<file path="config.mk">
export PLATFORM = sky130hd
export DESIGN_NAME = uop_buffer
export DESIGN_NICKNAME = d
export VERILOG_FILES = /design/src/rtl/uop_buffer_pkg.sv /design/src/rtl/uop_fill_ctrl.sv /design/src/rtl/uop_buffer.sv
export SDC_FILE = /design/constraint.sdc
export NUM_CORES = 1
export LEC_CHECK = 0
export CORE_ASPECT_RATIO = 1.75
export CORE_MARGIN = 2
export CORE_UTILIZATION = 60
export CTS_BUF_LIST = sky130_fd_sc_hd__clkbuf_4 sky130_fd_sc_hd__clkbuf_8
export CTS_CLUSTER_DIAMETER = 200
export DETAILED_ROUTE_END_ITERATION = 10
export GPL_TIMING_DRIVEN = 0
export MAX_ROUTING_LAYER = met4
export PLACE_DENSITY = 0.9
export SLEW_MARGIN = 20
export SYNTH_ARGS = -nofsm -noshare
export SYNTH_HDL_FRONTEND = slang
export SYNTH_SLANG_ARGS = --single-unit
</file>
<file path="constraint.sdc">
create_clock -name clk -period 4.9 [get_ports clk]
set_input_delay 0.735 -clock clk [delete_from_list [all_inputs] [get_ports clk]]
set_output_delay 0.735 -clock clk [all_outputs]
set_load 0.02 [all_outputs]
</file>
<file path="src/rtl/uop_buffer_pkg.sv">
// Shared types for the microcode uop store and its fill sequencer.
package uop_buffer_pkg;

  typedef enum logic [1:0] {
    IDLE = 2'd0,
    FILL = 2'd1,
    DONE = 2'd2
  } uop_fill_state_t;

endpackage

</file>
<file path="src/rtl/uop_fill_ctrl.sv">
// Fill burst sequencer: walks wr_ptr from the burst base and counts down remaining beats.
module uop_fill_ctrl
  import uop_buffer_pkg::*;
#(
  parameter int AW = 4
) (
  input  logic          clk,
  input  logic          reset,
  input  logic          fill_start,
  input  logic [AW-1:0] fill_base,
  input  logic [AW:0]   fill_len,
  input  logic          fill_valid,
  output logic          fill_ready,
  output logic          fill_busy,
  output logic          fill_done,
  output logic          wr_en,
  output logic [AW-1:0] wr_addr
);

  uop_fill_state_t state_reg, state_next;
  logic [AW-1:0]   wr_ptr_reg, wr_ptr_next;
  logic [AW:0]     remaining_reg, remaining_next;
  logic            fill_done_reg;

  assign fill_ready = (state_reg == FILL);
  assign fill_busy  = (state_reg != IDLE);
  assign fill_done  = fill_done_reg;
  // A beat arriving in the reset cycle belongs to an abandoned burst.
  assign wr_en      = (state_reg == FILL) && fill_valid && !reset;
  assign wr_addr    = wr_ptr_reg;

  always_comb begin
    state_next     = state_reg;
    wr_ptr_next    = wr_ptr_reg;
    remaining_next = remaining_reg;
    case (state_reg)
      IDLE: begin
        if (fill_start) begin
          wr_ptr_next    = fill_base;
          remaining_next = fill_len;
          state_next     = (fill_len == '0) ? DONE : FILL;
        end
      end
      FILL: begin
        if (wr_en) begin
          // AW-bit pointer wraps naturally since the store is a power of two.
          wr_ptr_next    = wr_ptr_reg + AW'(1);
          remaining_next = remaining_reg - (AW+1)'(1);
          if (remaining_reg == (AW+1)'(1)) state_next = DONE;
        end
      end
      DONE:    state_next = IDLE;
      default: state_next = IDLE;
    endcase
  end

  always_ff @(posedge clk) begin
    if (reset) begin
      state_reg     <= IDLE;
      wr_ptr_reg    <= '0;
      remaining_reg <= '0;
      fill_done_reg <= 1'b0;
    end else begin
      state_reg     <= state_next;
      wr_ptr_reg    <= wr_ptr_next;
      remaining_reg <= remaining_next;
      fill_done_reg <= (state_next == DONE);
    end
  end

endmodule

</file>
<file path="src/rtl/uop_buffer.sv">
// Microcode uop store: registered read port for uop_fetch plus a burst fill port.
`ifndef UOP_BUF_SIZE
`define UOP_BUF_SIZE 16
`endif
`ifndef UOP_BUF_WIDTH
`define UOP_BUF_WIDTH 32
`endif

module uop_buffer
  import uop_buffer_pkg::*;
#(
  parameter int  UOP_BUF_SIZE  = `UOP_BUF_SIZE,
  parameter int  UOP_BUF_WIDTH = `UOP_BUF_WIDTH,
  localparam int AW            = $clog2(UOP_BUF_SIZE)
) (
  input  logic                     clk,
  input  logic                     reset,
  input  logic [AW-1:0]            uop_addr,
  output logic [UOP_BUF_WIDTH-1:0] uop,
  output logic                     uop_valid,
  input  logic                     invalidate,
  input  logic                     fill_start,
  input  logic [AW-1:0]            fill_base,
  input  logic [AW:0]              fill_len,
  input  logic                     fill_valid,
  input  logic [UOP_BUF_WIDTH-1:0] fill_data,
  output logic                     fill_ready,
  output logic                     fill_busy,
  output logic                     fill_done
);

  logic [UOP_BUF_WIDTH-1:0] mem [UOP_BUF_SIZE];
  logic [UOP_BUF_SIZE-1:0]  vld_reg;
  logic                     wr_en;
  logic [AW-1:0]            wr_addr;
  logic                     wr_hit;

  uop_fill_ctrl #(.AW(AW)) u_fill_ctrl (
    .clk        (clk),
    .reset      (reset),
    .fill_start (fill_start),
    .fill_base  (fill_base),
    .fill_len   (fill_len),
    .fill_valid (fill_valid),
    .fill_ready (fill_ready),
    .fill_busy  (fill_busy),
    .fill_done  (fill_done),
    .wr_en      (wr_en),
    .wr_addr    (wr_addr)
  );

  assign wr_hit = wr_en && (wr_addr == uop_addr);

  // Storage is never reset so it can map onto block RAM.
  always_ff @(posedge clk) begin
    if (wr_en) mem[wr_addr] <= fill_data;
  end

  always_ff @(posedge clk) begin
    if (reset) begin
      vld_reg <= '0;
    end else begin
      if (invalidate) vld_reg <= '0;
      if (wr_en)      vld_reg[wr_addr] <= 1'b1;
    end
  end

  // Same-cycle write bypass wins over both the stale entry and an invalidate.
  always_ff @(posedge clk) begin
    if (reset) begin
      uop       <= '0;
      uop_valid <= 1'b0;
    end else begin
      uop       <= wr_hit ? fill_data : mem[uop_addr];
      uop_valid <= wr_hit || (!invalidate && vld_reg[uop_addr]);
    end
  end

endmodule
</file>
; Word level (Yosys, flattened, before mapping)
; Memories as Yosys holds them, arrays and structs flattened. A register that Yosys moved wholly into a read port is not among the register bits.
; Index checks and enable logic that the tools add are counted.
[word_totals]
regBits = 29
ramBits = 512
inputBits = 50
output_inout_bits = 36
elab_cells = 52
memories = 1
[op_classes]
n_addsub = 2
order_cmp = 3
eq_ne = 6
mux = 20
bitwise_logic = 1
reduce_logical = 13
[mem_list]
columns = memory, words, width, rd, rd_ports_with_merged_regs, wr, line_no
row1 = mem, 16, 32, 1, 1, 1, uop_buffer.sv:32  ; logic [UOP_BUF_WIDTH-1:0] mem [UOP_BUF_SIZE];
[op_table]
columns = operator, n
row1 = $mux 16, 3
row2 = $or 16x16->16, 1
row3 = $lt 4x5->1 const B, 2
row4 = $mux 5, 2
row5 = $pmux 5 s2, 1
row6 = $mux 2, 4
row7 = $mux 4, 2
row8 = $pmux 4 s2, 1
row9 = $eq 5x1->1 const B, 1
row10 = $logic_and 1x1->1, 5
row11 = $logic_not 5->1, 1
row12 = $sub 5x1->5 const B, 1
row13 = $add 4x1->4 const B, 1
row14 = $bmux 1 s4, 1
row15 = $demux 1 s4, 1
row16 = $eq 4x4->1, 1
row17 = $ge 4x1->1 const B, 1
row18 = $mux 1, 4
row19 = $pmux 2 s2, 1
row20 = $reduce_bool 2->1, 2
row21 = $reduce_and 3->1, 1
row22 = $eq 2x1->1 const B, 1
row23 = $eq 2x2->1 const B, 1
row24 = $logic_not 1->1, 2
row25 = other kinds (4), 4

; Longest topological paths before layout
[depth]
ltp_word = 6
ltp_mapped = 7
mapped_depth_nobuf = 6

; Hierarchy
; Synthesis repeated with hierarchy kept, for this count alone.
[unflattened]
hier_cells = 1045
hier_area_um2 = 21682.0
[by_module_without_submodules]
columns = mod, instances, cells_each, area_per_inst_um2, seq_area_each_um2
row1 = uop_buffer, 1, 960, 20948.8, 16355.7
row2 = uop_fill_ctrl, 1, 85, 733.2, 240.2

; Least setup slack after synthesis
; No wires, ideal clock.
[synth_path]
kind = input to register
startpoint = in reset
endpoint = mem mem[0][0] (netlist bit) (enable)
setup_time_ns = 0.463
t_arrival_ns = 3.433
required_ns = 4.437
setup_slack_ns = 1.004
cell_stages = 3
n_path_buf = 0
cell_sequence = and4bb_2 > nand2_1 > nor3_1
[synth_between]
elab_chain_len = 4
[synth_lines]
columns = item, line_no
row1 = from (decl), uop_buffer.sv:17  ; input logic reset,
row2 = $logic_not 1->1, uop_fill_ctrl.sv:29  ; assign wr_en = (state_reg == FILL) && fill_valid && !reset;
row3 = $logic_and 1x1->1, uop_fill_ctrl.sv:29
row4 = $mux 1, uop_buffer.sv:56  ; if (wr_en) mem[wr_addr] <= fill_data;
row5 = $mux 1 (not written as such), uop_buffer.sv:56
row6 = to (decl), uop_buffer.sv:32
; No other way between the ends.

; Final worst setup path
[layout_path]
startpoint = in reset
endpoint = mem mem[0][17] (netlist bit) (enable)
; Same word-level chain as after synthesis.

==> key figures <==
Run status
  • Status: completed

Yosys
  • Yosys cell types: 47
  • Synthesized instance count: between 1,000 and 1,500
  • Top cell type by total area after synthesis: edfxtp_1
  • Post-synthesis cell area: 21,790 um2
  • Synth area leaders: edfxtp_1 71%, mux4_2 12%, dfxtp_1 5.6%
  • Mapped Avg Cell Area: approximately 21 um2
  • Post-Syn Nets: roughly 1,100
  • Warnings from Yosys: 0
  • Dominant synthesized flop cell: edfxtp_1
  • Async SR Flop Fraction: 0
  • Synth top area share: 0.7057
  • Part of the Yosys area used for sequential elements: 0.7617
  • Post-synth EDFFs: 512
  • Synthesized flop and latch total: about 570

Pwr
  • Cell Int Power: 7506 uW
  • Leak: around 0.0084 uW
  • Maximum VDD drop: roughly 0.20 mV
  • Flop pwr share: 0.559
  • Power Total: about 9600 uW
  • Combinational Power Share: 0.062
  • Clock power share: 0.380
  • Power per cell area: between 300 and 400 nW/um2
  • Switching Power: between 2000 and 2500 uW
  • Switching share of power: 0.2201

Layout
  • Most frequent cells in the layout: 512 x edfxtp_1, 113 x mux4_2, 85 x clkbuf_8
  • Fillers: approximately 2,000
  • Post-Layout Cell Count: 1,779
  • Area Overhead vs Synth: 16.94%
  • Commonest non-fill, non-tap cell in the layout: edfxtp_1
  • Share of layout cells above drive strength 1: 0.2511
  • Max reg flops: just over 500
  • Total Nets Final: about 1,300

Routing
  • Vias/cell: ~6.7
  • Drt total wl: 53.42 mm
  • Total number of vias: 11,933
  • DRC viols: 0
  • Initial DRC Count: between 1,500 and 2,000
  • Drt pass-1 iters: 5
  • ANT nets after route: 0
  • Drt wl/cell: approximately 30 um

CTS
  • H-tree depth: 3
  • Setup Fix Bufs, Post-CTS: 0
  • TritonCTS clock tree: built
  • Clk root buf: clkbuf_8
  • CTS clk-pin slew, worst paths: approximately 0.07 ns
  • Post-CTS sizing: 0
  • Post-CTS Hold Fix Bufs: 0
  • Clock sink count: around 570
  • CTS buffer count: 76
  • Clock Latency Late Sink: around 0.66 ns
  • Max clock buf depth: 3

Placed design
  • DP Wirelength: 33.03 mm
  • # port buffers: 83
  • GPL Wtd Cong: 0.8205
  • Cells after DPL: 1,640

Critical path
  • Largest delay share family, worst path: simple AND/OR/NAND/NOR gates
  • Crit-path max cell delay: 0.62 ns
  • Sequence of cells on the critical path: clkdlybuf4s50_1, and4bb_2, nand2_1, nor3_2, buf_6, buf_4, buf_4
  • Crit path kind: in2reg
  • Data required time at the worst endpoint: about 5.2 ns
  • CP max FO: 8
  • Buf/Inv on CP: 4
  • WP data arrival: approximately 3.3 ns
  • Critical Path Start Type: input port
  • Critical path's most frequent cell: buf_4
  • Reg2reg setup slack: around 2.2 ns
  • Crit-path slowest cell: nor3_2
  • CP Capture Type: flip-flop

Timing
  • Final Hold Fails: 0
  • Clock Skews: about 0.025 ns
  • Hold slack: around 0.49 ns
  • Max frequency: about 340 MHz
  • RSZ-0062 raised after global routing: false
  • Period minus WS final: a little under 3 ns
  • Rel. slew slack: 0.3305
  • Final Cycle Share: 0.5959
  • Setup violators final: 0
  • Fin. max-slew vios: 0
  • Slew @ Worst Pin: 1.004 ns

Global route
  • Initial antenna violation count: 3
  • Congestion Overflow GR: 0
  • First-pass GRT wire length: 78.41 mm
  • Overall routing resource usage: 0.2955
  • Largest net degree at the start of global routing: 21
  • Vias in the first global route: about 12,000

Floorplan
  • Core Area: 35,910 um2
  • Die Height: 256.1 um
  • Die footprint: 37,910 um2
  • Die width: about 150 um
  • Starting Density: 0.6066
  • Core Rows: 92
  • IO Pins: 86

Run
  • Max-cap violations: 0

Hold path
  • Worst min-delay path category: reg2reg
## power by group through the flow
stage                     Combinational [uW]  Clock [uW]  Sequential (uW)
after global placement                   543           0             5480
final                                    595        3650             5380
after global routing                     628        3830             5380
after detailed placement                 582           0             5480
after CTS                                591        3660             5380
after floorplan                          291           0             5510
## synth_stat cells, drive strengths merged (3+ instances only)
master	number
nor2	22
buf	34
nor2b	20
and2	4
inv	4
edfxtp	512
mux2	3
o21a	16
mux4	130
o21ai	7
a21oi	10
ha	6
dfxtp	61
nand2	47
a22oi	64
nand2b	6
nor3	10
and3	3
a22o	33
clkbuf	27
## tightest hold or removal path, delay by kind of cell, from the launching register on
kind,cells,cell delay (ns)
AOI/OAI and AO/OA,1,0.05
and+or+nand+nor,1,0.06
DFF,1,0.33
## per-stage QoR
stage / cell area [um2] / setup TNS, ns / util / worst slack (ns)
after floorplan: 21790 / 0 / - / 1.004
after global placement: 23210 / -340.48 / 0.6461 / -2.401
after detailed placement: 23930 / 0 / 0.6664 / 1.345
after CTS: 25470 / 0 / 0.7092 / 1.981
after global routing: 25480 / 0 / 0.7094 / 1.885
final: 25480 / 0 / 0.7094 / 1.980
## cell families after synthesis
| family | Yosys count | synth area share |
|---|---|---|
| and+or+nand+nor | 121 | 0.02688 |
| AOI/OAI and AO/OA | 143 | 0.04979 |
| xor gates and xnor gates | 4 | 0.001608 |
| adders and majority gates | 6 | 0.003446 |
| buffers and inverters | 67 | 0.01677 |
| muxes | 135 | 0.1398 |
| DFF | 573 | 0.7617 |
## cell type report
cell class	instances	area [um2]	share of cell area
Sequential cell	573	16600	0.6514
Buffer	61	342.8	0.01346
Antenna cell	3	7.507	0.0002947
Clock buffer	104	1313	0.05152
Clock inverter	32	224.0	0.008791
Timing Repair Buffer	121	1448	0.05682
Tap cell	470	588.1	0.02308
Multi-Input combinational cell	409	4936	0.1937
Inverter	6	22.52	0.0008840
## metal layers
| layer | global-route usage | vias to the layer above | routed length, um |
|---|---|---|---|
| met5 | - | - | 0 |
| met4 | 0.1524 | 0 | 2725 |
| met3 | 0.05169 | 190 | 4830 |
| met2 | 0.4823 | 844 | 27790 |
| met1 | 0.3557 | 6129 | 18070 |
| li1 | - | 4770 | - |
## worst paths after layout
kind | cells past startpoint | to | from
max | 7 | mem[0][17] | reset
min | 2 | u_fill_ctrl.remaining_reg[1] | u_fill_ctrl.remaining_reg[1]
max reg2reg | 7 | mem[0][17] | u_fill_ctrl.state_reg[1]
min reg2reg | 2 | u_fill_ctrl.remaining_reg[1] | u_fill_ctrl.remaining_reg[1]
(Power assumes the default switching activity.)
